File: config.mk
export PLATFORM = sky130hd
export DESIGN_NAME = scan_display_flat
export DESIGN_NICKNAME = d
export VERILOG_FILES = /design/src/rtl/scan_display_if.sv /design/src/rtl/scan_display.sv /design/src/flat_wrapper.sv
export SDC_FILE = /design/constraint.sdc
export NUM_CORES = 1
export LEC_CHECK = 0
export ABC_AREA = 0
export BUFFER_PORTS_ARGS = -buffer_cell sky130_fd_sc_hd__buf_2
export CORE_MARGIN = 5
export CORE_UTILIZATION = 39
export CTS_CLUSTER_SIZE = 24
export DETAILED_ROUTE_END_ITERATION = 8
export GPL_TIMING_DRIVEN = 1
export HOLD_SLACK_MARGIN = 0.08
export PLACE_DENSITY = 0.6
export SKIP_LAST_GASP = 1
export SYNTH_ARGS = -nofsm -noshare
export SYNTH_HDL_FRONTEND = slang
export SYNTH_SLANG_ARGS = --single-unit
File: constraint.sdc
create_clock -name clock -period 3.2 [get_ports clock]
set_clock_uncertainty 0.2 [all_clocks]
set_input_delay 0.64 -clock clock [delete_from_list [all_inputs] [get_ports clock]]
set_output_delay 0.64 -clock clock [all_outputs]
set_load 0.01 [all_outputs]
File: src/rtl/scan_display_if.sv
// ============================================================================
// Module      : scan_display_if
// Description : Control inputs and display outputs of the reaction-timer
//               scanned seven-segment display.
// Revision    : 1.0 - initial release
// ============================================================================
`default_nettype none

interface scan_display_if #(
    parameter int DIGITS = 4,
    parameter int TIME_W = 32
);
    logic              start;
    logic              random_finish;
    logic              react;
    logic              react_exceed;
    logic [TIME_W-1:0] t_react;
    logic              show_best;
    logic [6:0]        seg;
    logic [DIGITS-1:0] an;
    logic              busy;
    logic              new_best;

    modport master (
        output start, random_finish, react, react_exceed, t_react, show_best,
        input  seg, an, busy, new_best
    );

    modport slave (
        input  start, random_finish, react, react_exceed, t_react, show_best,
        output seg, an, busy, new_best
    );
endinterface

`default_nettype wire

File: src/rtl/scan_display.sv
// ============================================================================
// Module      : scan_display
// Description : Reaction-timer controller with serial binary-to-BCD conversion,
//               best-time tracking and a multiplexed seven-segment scanner.
// Revision    : 1.0 - initial release
// ============================================================================
`default_nettype none

module scan_display #(
    parameter int DIGITS    = 4,
    parameter int TIME_W    = 32,
    parameter int SCAN_DIV  = 4,
    parameter int MIN_VALID = 100,
    parameter int LZ_KEEP   = 3
) (
    input logic         clock,
    input logic         reset,
    scan_display_if.slave bus
);

    localparam int c_BCD_W = 4 * DIGITS;
    localparam int c_IDX_W = $clog2(DIGITS);
    localparam int c_PRE_W = (SCAN_DIV > 1) ? $clog2(SCAN_DIV) : 1;
    localparam int c_CNT_W = $clog2(TIME_W + 1);

    localparam logic [63:0]        c_SAT_LIMIT  = 64'(10 ** DIGITS);
    localparam logic [c_BCD_W-1:0] c_ALL_NINES  = {DIGITS{4'h9}};
    localparam logic [6:0]         c_SEG_BLANK  = 7'b1111111;
    localparam logic [6:0]         c_SEG_DASH   = 7'b1111110;
    localparam logic [6:0]         c_SEG_ONE    = 7'b1001111;
    localparam logic [6:0]         c_SEG_F      = 7'b0111000;
    localparam logic [6:0]         c_SEG_A      = 7'b0001000;
    localparam logic [6:0]         c_SEG_I      = 7'b1001111;
    localparam logic [6:0]         c_SEG_L      = 7'b1110001;

    typedef enum logic [2:0] {
        S_IDLE  = 3'd0,
        S_ARMED = 3'd1,
        S_GO    = 3'd2,
        S_CONV  = 3'd3,
        S_SHOW  = 3'd4,
        S_FAIL  = 3'd5
    } state_t;

    state_t               r_state;
    state_t               w_state_next;
    logic                 w_conv_done;
    logic                 w_latch;

    logic [TIME_W-1:0]    r_bin;
    logic [c_BCD_W-1:0]   r_bcd;
    logic [c_CNT_W-1:0]   r_cnt;
    logic                 r_sat;
    logic [c_BCD_W-1:0]   r_best;
    logic                 r_best_valid;
    logic                 r_new_best;

    logic [c_BCD_W-1:0]   w_adj;
    logic [c_BCD_W-1:0]   w_bcd_shift;
    logic [c_BCD_W-1:0]   w_result;

    logic [c_PRE_W-1:0]   r_pre;
    logic [c_IDX_W-1:0]   r_idx;
    logic [6:0]           r_seg;
    logic [DIGITS-1:0]    r_an;

    logic [31:0]          w_idx32;
    logic [c_BCD_W-1:0]   w_src;
    logic                 w_show_num;
    logic                 w_upper_zero;
    logic [3:0]           w_digit;
    logic [6:0]           w_seg;

    function automatic logic [6:0] f_glyph(input logic [3:0] v);
        logic [6:0] g;
        case (v)
            4'd0:    g = 7'b0000001;
            4'd1:    g = 7'b1001111;
            4'd2:    g = 7'b0010010;
            4'd3:    g = 7'b0000110;
            4'd4:    g = 7'b1001100;
            4'd5:    g = 7'b0100100;
            4'd6:    g = 7'b0100000;
            4'd7:    g = 7'b0001111;
            4'd8:    g = 7'b0000000;
            4'd9:    g = 7'b0000100;
            default: g = c_SEG_BLANK;
        endcase
        return g;
    endfunction

    // ------------------------------------------------------------------
    // Control FSM
    // ------------------------------------------------------------------
    always_ff @(posedge clock) begin
        if (!reset) begin
            r_state <= S_IDLE;
        end else begin
            r_state <= w_state_next;
        end
    end

    always_comb begin
        w_state_next = r_state;
        w_conv_done  = 1'b0;
        if (!bus.start) begin
            w_state_next = S_IDLE;
        end else begin
            case (r_state)
                S_IDLE:  w_state_next = S_ARMED;
                S_ARMED: begin
                    // A premature press wins even if the wait ends this cycle.
                    if (bus.react) begin
                        w_state_next = S_FAIL;
                    end else if (bus.random_finish) begin
                        w_state_next = S_GO;
                    end
                end
                S_GO: begin
                    if (bus.react_exceed) begin
                        w_state_next = S_FAIL;
                    end else if (bus.react) begin
                        if (bus.t_react < TIME_W'(MIN_VALID)) begin
                            w_state_next = S_FAIL;
                        end else begin
                            w_state_next = S_CONV;
                        end
                    end
                end
                S_CONV: begin
                    if (r_cnt == c_CNT_W'(TIME_W - 1)) begin
                        w_state_next = S_SHOW;
                        w_conv_done  = 1'b1;
                    end
                end
                default: ;
            endcase
        end
    end

    assign w_latch = (r_state == S_GO) && (w_state_next == S_CONV);

    // ------------------------------------------------------------------
    // Double-dabble step: add 3 to digits >= 5, then shift in the next bit
    // ------------------------------------------------------------------
    always_comb begin
        w_adj = r_bcd;
        for (int d = 0; d < DIGITS; d++) begin
            if (r_bcd[4*d +: 4] >= 4'd5) begin
                w_adj[4*d +: 4] = r_bcd[4*d +: 4] + 4'd3;
            end
        end
        w_bcd_shift = c_BCD_W'({w_adj, r_bin[TIME_W-1]});
        w_result    = r_sat ? c_ALL_NINES : w_bcd_shift;
    end

    // BCD ordering equals numeric ordering, so best compares digit-wise.
    always_ff @(posedge clock) begin
        if (!reset) begin
            r_bin        <= '0;
            r_bcd        <= '0;
            r_cnt        <= '0;
            r_sat        <= 1'b0;
            r_best       <= '0;
            r_best_valid <= 1'b0;
            r_new_best   <= 1'b0;
        end else begin
            r_new_best <= 1'b0;
            if (w_latch) begin
                r_bin <= bus.t_react;
                r_bcd <= '0;
                r_cnt <= '0;
                r_sat <= (64'(bus.t_react) >= c_SAT_LIMIT);
            end else if (r_state == S_CONV) begin
                r_bin <= {r_bin[TIME_W-2:0], 1'b0};
                r_bcd <= w_conv_done ? w_result : w_bcd_shift;
                r_cnt <= r_cnt + 1'b1;
                if (w_conv_done && (!r_best_valid || (w_result < r_best))) begin
                    r_best       <= w_result;
                    r_best_valid <= 1'b1;
                    r_new_best   <= 1'b1;
                end
            end
        end
    end

    // ------------------------------------------------------------------
    // Digit scanner: index walks from the leftmost digit down to 0
    // ------------------------------------------------------------------
    always_ff @(posedge clock) begin
        if (!reset) begin
            r_pre <= '0;
            r_idx <= c_IDX_W'(DIGITS - 1);
        end else if (r_pre == c_PRE_W'(SCAN_DIV - 1)) begin
            r_pre <= '0;
            r_idx <= (r_idx == '0) ? c_IDX_W'(DIGITS - 1) : r_idx - 1'b1;
        end else begin
            r_pre <= r_pre + 1'b1;
        end
    end

    // ------------------------------------------------------------------
    // Glyph selection for the digit currently addressed
    // ------------------------------------------------------------------
    always_comb begin
        w_idx32      = 32'(r_idx);
        w_src        = r_bcd;
        w_show_num   = 1'b0;
        w_seg        = c_SEG_BLANK;
        w_upper_zero = 1'b1;
        case (r_state)
            S_IDLE: begin
                if (bus.show_best && r_best_valid) begin
                    w_show_num = 1'b1;
                    w_src      = r_best;
                end
            end
            S_ARMED:      w_seg = c_SEG_DASH;
            S_GO, S_CONV: w_seg = c_SEG_ONE;
            S_SHOW:       w_show_num = 1'b1;
            S_FAIL: begin
                if (r_idx == c_IDX_W'(DIGITS - 1)) begin
                    w_seg = c_SEG_F;
                end else if (r_idx == c_IDX_W'(DIGITS - 2)) begin
                    w_seg = c_SEG_A;
                end else if (r_idx == c_IDX_W'(DIGITS - 3)) begin
                    w_seg = c_SEG_I;
                end else if (r_idx == c_IDX_W'(DIGITS - 4)) begin
                    w_seg = c_SEG_L;
                end
            end
            default: ;
        endcase

        w_digit = w_src[w_idx32*4 +: 4];
        for (int d = 0; d < DIGITS; d++) begin
            if ((d >= w_idx32) && (w_src[4*d +: 4] != 4'd0)) begin
                w_upper_zero = 1'b0;
            end
        end

        if (w_show_num) begin
            if (w_upper_zero && (w_idx32 >= 32'(LZ_KEEP))) begin
                w_seg = c_SEG_BLANK;
            end else begin
                w_seg = f_glyph(w_digit);
            end
        end
    end

    // Reset preloads the leftmost enable so it is lit on the first free cycle.
    always_ff @(posedge clock) begin
        if (!reset) begin
            r_seg <= c_SEG_BLANK;
            r_an  <= ~(DIGITS'(1) << (DIGITS - 1));
        end else begin
            r_seg <= w_seg;
            r_an  <= ~(DIGITS'(1) << r_idx);
        end
    end

    assign bus.seg      = reset ? r_seg : c_SEG_BLANK;
    assign bus.an       = reset ? r_an  : '1;
    assign bus.busy     = reset && (r_state == S_CONV);
    assign bus.new_best = reset && r_new_best;

endmodule

`default_nettype wire

File: src/flat_wrapper.sv
// flat-port wrapper written by rule: the top's interface ports become plain ports
module scan_display_flat 
#(
    parameter int DIGITS    = 4,
    parameter int TIME_W    = 32,
    parameter int SCAN_DIV  = 4,
    parameter int MIN_VALID = 100,
    parameter int LZ_KEEP   = 3
)
  (clock, reset, bus_start, bus_random_finish, bus_react, bus_react_exceed, bus_t_react, bus_show_best, bus_seg, bus_an, bus_busy, bus_new_best);
  scan_display_if #(.DIGITS(DIGITS), .TIME_W(TIME_W)) bus_i ();
  input logic clock;
  input logic reset;
  input wire logic [$bits(bus_i.start)-1:0] bus_start;
  input wire logic [$bits(bus_i.random_finish)-1:0] bus_random_finish;
  input wire logic [$bits(bus_i.react)-1:0] bus_react;
  input wire logic [$bits(bus_i.react_exceed)-1:0] bus_react_exceed;
  input wire logic [$bits(bus_i.t_react)-1:0] bus_t_react;
  input wire logic [$bits(bus_i.show_best)-1:0] bus_show_best;
  output wire logic [$bits(bus_i.seg)-1:0] bus_seg;
  output wire logic [$bits(bus_i.an)-1:0] bus_an;
  output wire logic [$bits(bus_i.busy)-1:0] bus_busy;
  output wire logic [$bits(bus_i.new_best)-1:0] bus_new_best;
  assign bus_i.start = bus_start;
  assign bus_i.random_finish = bus_random_finish;
  assign bus_i.react = bus_react;
  assign bus_i.react_exceed = bus_react_exceed;
  assign bus_i.t_react = bus_t_react;
  assign bus_i.show_best = bus_show_best;
  assign bus_seg = bus_i.seg;
  assign bus_an = bus_i.an;
  assign bus_busy = bus_i.busy;
  assign bus_new_best = bus_i.new_best;
  scan_display #(.DIGITS(DIGITS), .TIME_W(TIME_W), .SCAN_DIV(SCAN_DIV), .MIN_VALID(MIN_VALID), .LZ_KEEP(LZ_KEEP)) u_core (.clock(clock), .reset(reset), .bus(bus_i));
endmodule
### After elaboration in Yosys (flattened, before gate mapping)

Memory sizes are Yosys's and may differ from the RTL's.
Cells that the tools add are included.

* register bits: 91
* bits in read-only memories: 112
* bits of input ports: 39
* output and inout bits: 13
* word-level logic and storage cells: 109
* memories kept: 1

Memories
* (name not given): depth 16, width 7, rd ports 1, clocked after memory_dff 0, wr ports 0, line scan_display.sv:76 `case (v)`

* add/subtract/negate cells: 7
* magnitude comparators: 11
* equality and inequality tests: 11
* shifts and indexed selects: 2
* muxes and demuxes: 38
* bitwise operators: 4
* reductions and logical operators: 23

Operators with widths (number)
* $mux W16: 4
* $mux W32: 2
* $mux W7: 6
* $ge A32 B14 Y1 const B: 1
* $lt A32 B7 Y1 const B: 1
* $mux W3: 8
* $pmux W7 S3: 1
* $mux W4: 5
* $ge A4 B3 Y1 const B: 4
* $lt A16 B16 Y1: 1
* $reduce_bool A4 Y1: 4
* $shiftx A16 B5 Y4: 1
* $add A4 B2 Y4 const B: 3
* $pmux W3 S4: 1
* $eq A3 B2 Y1 const B: 3
* $logic_and A1 B1 Y1: 9
* $mux W1: 9
* $add A6 B1 Y6 const B: 1
* $eq A2 B2 Y1 const B: 3
* $eq A3 B3 Y1 const B: 2
* $eq A6 B5 Y1 const B: 1
* $reduce_or A2 Y1: 3
* $ge A1 B2 Y1 const A: 2
* $not A4 Y4: 1
* 18 further kinds: 20

### Depth between registers and ports, before layout

* word-level depth: 12
* mapped depth: 15
* depth with buffers taken out: 13

### Worst setup path after synthesis

No wires, ideal clock.

* path kind: reg-to-reg
* from: register u_core.r_bcd[9]
* to: register u_core.r_best[10]
* library setup time: 72 ps
* arrival time: 2902 ps
* required time: 2928 ps
* path slack: 27 ps
* stages on the path, launching flop included: 15
* buffers on the path: 2
* clock period less this slack: 3173 ps
* path through: dfxtp_1 inv_1 ha_1 nand2b_1 a21oi_1 mux2_2 nor2_1 ha_1 a21o_1 a221oi_1 nand2b_1 o2111a_1 buf_4 buf_6 mux2i_1

* word-level cells in the longest chain between the ends: 7
* elaborated cells on any way between the ends: 8
* those cells by class: add/sub (1); order compare (2); mux (2); reduce/logical (3)

RTL lines
* start, declared: line scan_display.sv:51 `logic [c_BCD_W-1:0] r_bcd;`
* start signal, assigned: line scan_display.sv:176 `r_bcd <= w_conv_done ? w_result : w_bcd_shift;`
* $add A4 B2 Y4 or $ge A4 B3 Y1 (tied branches): line scan_display.sv:150, scan_display.sv:149
* $mux W4 (*): line scan_display.sv:149 `if (r_bcd[4*d +: 4] >= 4'd5) begin`
* $mux W16 (*): line scan_display.sv:154 `w_result = r_sat ? c_ALL_NINES : w_bcd_shift;`
* via u_core.w_result[10]: line scan_display.sv:60 `logic [c_BCD_W-1:0] w_result;`
* $lt A16 B16 Y1: line scan_display.sv:178 `if (w_conv_done && (!r_best_valid || (w_result < r_best))) begin`
* $logic_or A1 B1 Y1: line scan_display.sv:178
* $logic_and A1 B1 Y1: line scan_display.sv:178
* $reduce_and A3 Y1 (no source line)
* end signal, assigned: line scan_display.sv:179 `r_best <= w_result;`
* end, declared: line scan_display.sv:54 `logic [c_BCD_W-1:0] r_best;`

The timed path passes the listed nets; every way through them passes the cells marked *.
A chain may end at the register's enable or synchronous reset.

### Worst setup path after layout

* from: register u_core.r_bcd[9]
* to: register u_core.r_best[4]

* word-level cells in the longest chain between the ends: 7
* elaborated cells on any way between the ends: 8
* those cells by class: add/sub (1); order compare (2); mux (2); reduce/logical (3)

RTL lines (line)
* $add A4 B2 Y4 or $ge A4 B3 Y1 (tied branches): scan_display.sv:150, scan_display.sv:149
* $mux W4 (*): scan_display.sv:149
* $mux W16 (*): scan_display.sv:154
* via u_core.w_result[10]: scan_display.sv:60
* $lt A16 B16 Y1 (*): scan_display.sv:178
* $logic_or A1 B1 Y1 (*): scan_display.sv:178
* $logic_and A1 B1 Y1 (*): scan_display.sv:178
* $reduce_and A3 Y1 (no source line) (*)

Marks and branches as above.

==> results.py <==
metrics = {
    "outcome": {
        "outcome": "complete, no violations",
    },
    "final_layout": {
        "multi_input_area_um2": 3480,
        "seq_area_um2": 1830,
        "nFillCells": 1350,
        "final_util": 0.471,
        "stdcell_count": 911,
        "syn_to_final_growth_pct": 18.1,
        "diodes": 0,
        "drive_gt1_frac": 0.207,
        "nNetsFinal": 802,
    },
    "yosys": {
        "yosysWarningCount": 0,
        "ys_types": 59,
        "yosysTopAreaCellShare": 0.329,
        "netlist_top_cells_area": "dfxtp_1 33%, ha_1 8.4%, nand2_1 7.7%",
        "synthesis.nets": 741,
        "avgSynthCellArea_um2": 8.33,
        "synthCells": 665,
        "ys_seq_area_frac": 0.329,
        "ys_ff_latch": 91,
        "mappedNetlistArea_um2": 5540,
        "synth-main-ff-cell": "dfxtp_1",
        "async_flop_share": 0,
        "synth_top_cell_by_area": "dfxtp_1",
        "synth_edf_count": 0,
    },
    "die": {
        "num_rows": 43,
        "die_h_um": 129,
        "die_area_um2": 16700,
        "start_util": 0.399,
        "die_width_um": 129,
        "fp.coreArea_um2": 13900,
        "ios": 52,
    },
    "setup_path": {
        "required_ps": 3280,
        "crit_path_frequent_cell": "ha_4",
        "max_stage_delay_ps": 360,
        "cp-end-kind": "flop",
        "path_cells": "inv_4 > ha_4 > nand2b_4 > a21oi_4 > mux2_4 > nor2_4 > ha_4 > a21o_1 > a221oi_2 > nand2b_1 > o2111a_2 > buf_6 > mux2i_1",
        "startpoint_type": "flop",
        "crit_type": "flop to flop",
        "cpLargestDelayFamily": "compound AO/OA/AOI/OAI gates",
        "cp_num_buf_inv": 2,
        "r2r_cells": 13,
        "path_max_fanout": 6,
        "path_depth": 13,
        "cp_data_arrival_time_ps": 3170,
        "slowest_stage": "dfxtp_2",
    },
    "placement": {
        "dp_cells": 890,
        "portBuffers": 51,
        "dpl.hpwl_um": 10900,
        "gp_routability_congestion": 0.911,
    },
    "global_route": {
        "grt-busiest-layer": "met2",
        "met1_usage": 0.228,
        "grt_pass1_vias": 4806,
        "grt_pass1_wl_um": 23500,
        "antenna_found_initial": 0,
        "grt_max_degree": 56,
        "grt.met2_usage": 0.293,
        "grt_use_total": 0.176,
        "overflow": 0,
        "grtUsageMet3": 0.0317,
    },
    "route": {
        "remaining_drc_errors": 0,
        "via_count": 5066,
        "ant_nets": 0,
        "dr.pass1.iters": 6,
        "first_iter_violations": 353,
        "finalWirelength_um": 14800,
        "via_per_inst": 5.56,
        "wl_per_cell_um": 16.2,
    },
    "clock_tree": {
        "root_buffer": "clkbuf_16",
        "htreeDepth": 3,
        "numCtsBuffers": 9,
        "cts_hold_buf": 0,
        "cts_tree": "yes",
        "clk_pin_slew_ps": 70,
        "clockBufferDepth": 2,
        "clk_latency_ps": 350,
        "cts_num_sinks": 91,
    },
    "hold_path": {
        "hp-class": "flop to flop",
        "holdPathStages": 1,
    },
    "sta": {
        "tightest_slew_ps": 644,
        "clock.fmax_ghz": 0.324,
        "rsz0062_at_grt": "true",
        "fin_tns_setup_ps": 0,
        "period_share": 0.965,
        "report.final.slew_viol_count": 0,
        "relSlewSlack": 0.567,
        "hold_viol": 0,
        "period_needed_ps": 3090,
        "final-setup-viol-count": 0,
    },
    "pwr": {
        "power.total_w": 0.00229,
        "ir_worst_vdd_mv": 0.198,
        "leakagePower_nw": 2.59,
        "p_per_area_nw_per_um2": 349,
    },
    "run": {
        "max_cap_viol_count": 0,
    },
}
placed cells by master, fill, tap and decap left out, drive strengths merged, types with 3 or more instances in the layout:
cell and count:
nand2 113, dfxtp 91, buf 91, nor2 75, inv 39, ha 37, a311oi 33, a21oi 29
mux2i 24, nand2b 20, nor3 19, o21ai 18, clkbuf 11, mux4 10, nand3 10, nor4 8
and2 7, mux2 7, nor2b 6, a21o 6, xnor2 6, a211o 5, o211a 5, clkinv 5
nor3b 4, or3 4, nand4 3, a211oi 3, a41oi 3, o211ai 3, and3 3, xor2 3
o41ai 3, and4 3
per-stage QoR:
| step | setup slack, ps | hold slack [ps] | area [um^2] |
|---|---|---|---|
| floorplan | 26.7 | 204 | 5540 |
| global placement | 17.7 | 213 | 6080 |
| detailed placement | -137 | 228 | 6080 |
| CTS | 0.499 | 238 | 6390 |
| global route | -37.8 | 259 | 6540 |
| finish | 111 | 234 | 6540 |
flip-flops by register name (all words and copies together), names as in the netlist:
register             cells
u_core.r_best_valid      1
u_core.r_bcd            16
u_core.r_bin            32
u_core.r_idx             2
u_core.r_cnt             6
u_core.r_pre             2
u_core.r_seg             7
u_core.r_sat             1
u_core.r_best           16
u_core.r_new_best        1
u_core.r_an              4
u_core.r_state           3
cells in the mapped netlist, types with 4 or more instances:
library cell / number
nor4_1: 7
a211o_1: 5
nand2_1: 113
buf_6: 4
inv_1: 38
clkbuf_1: 25
and2_1: 7
a21o_1: 6
o21ai_0: 18
a311oi_1: 33
buf_2: 6
ha_1: 37
nor3_1: 19
nor3b_1: 4
nand3_1: 10
nor2_1: 75
mux2_2: 7
nor2b_1: 6
mux4_1: 9
o211a_1: 5
a21oi_1: 29
xnor2_1: 6
mux2i_1: 24
buf_4: 6
dfxtp_1: 91
nand2b_1: 20
worst reg2reg max path, cell delays in order, from the launching register on:
cell,delay [ps]
dfxtp_2,360
inv_4,60
ha_4,150
nand2b_4,150
a21oi_4,190
mux2_4,340
nor2_4,140
ha_4,220
a21o_1,190
a221oi_2,270
nand2b_1,140
o2111a_2,260
buf_6,160
mux2i_1,190
layout make-up:
cell class              count  area share
clock inverters             5     0.00555
multi-input cells         494       0.532
inverters                  39      0.0231
flip-flops and latches     91       0.280
well taps                 180      0.0344
clock buffers              11      0.0371
repair buffers             91      0.0885
power breakdown:
| group | internal (W) | total [W] | leakage [nW] | switching, W |
|---|---|---|---|---|
| Sequential | 0.00114 | 0.00115 | 0.738 | 0.00000876 |
| Combinational | 0.0000537 | 0.000132 | 1.71 | 0.0000784 |
| Clock | 0.000551 | 0.00100 | 0.140 | 0.000452 |
| Total | 0.00175 | 0.00229 | 2.59 | 0.000539 |
per-layer routing:
layer  share of wire  up-vias
li1                -     2482
met1            0.45     2431
met2            0.48      134
met3           0.053       19
met4           0.019        0
met5               0        -
cells by family (layout without fill, tap and decap cells):
logic type,after synthesis,in the layout,synth area share
xor+xnor,9,9,0.0142
compound gates,126,126,0.169
fa+ha+maj,37,37,0.0836
flops,91,91,0.329
simple gates,281,281,0.235
mux,41,41,0.104
buf+inv,80,146,0.0651
final timing paths:
check | slack (ps) | to | from
max | 110 | u_core.r_best[4] | u_core.r_bcd[9]
min | 230 | u_core.r_pre[0] | u_core.r_pre[0]
max reg2reg | 110 | u_core.r_best[4] | u_core.r_bcd[9]
min reg2reg | 230 | u_core.r_pre[0] | u_core.r_pre[0]
timing repair:
action | in CTS | in global routing
setup buffers | 0 | 4
gates resized for setup | 7 | 33
hold endpoints to repair | 0 | 0
pin swaps | 1 | 13
endpoints found under the setup margin | 16 | 17
gates cloned | 1 | 0
(Power assumes the default switching activity.)
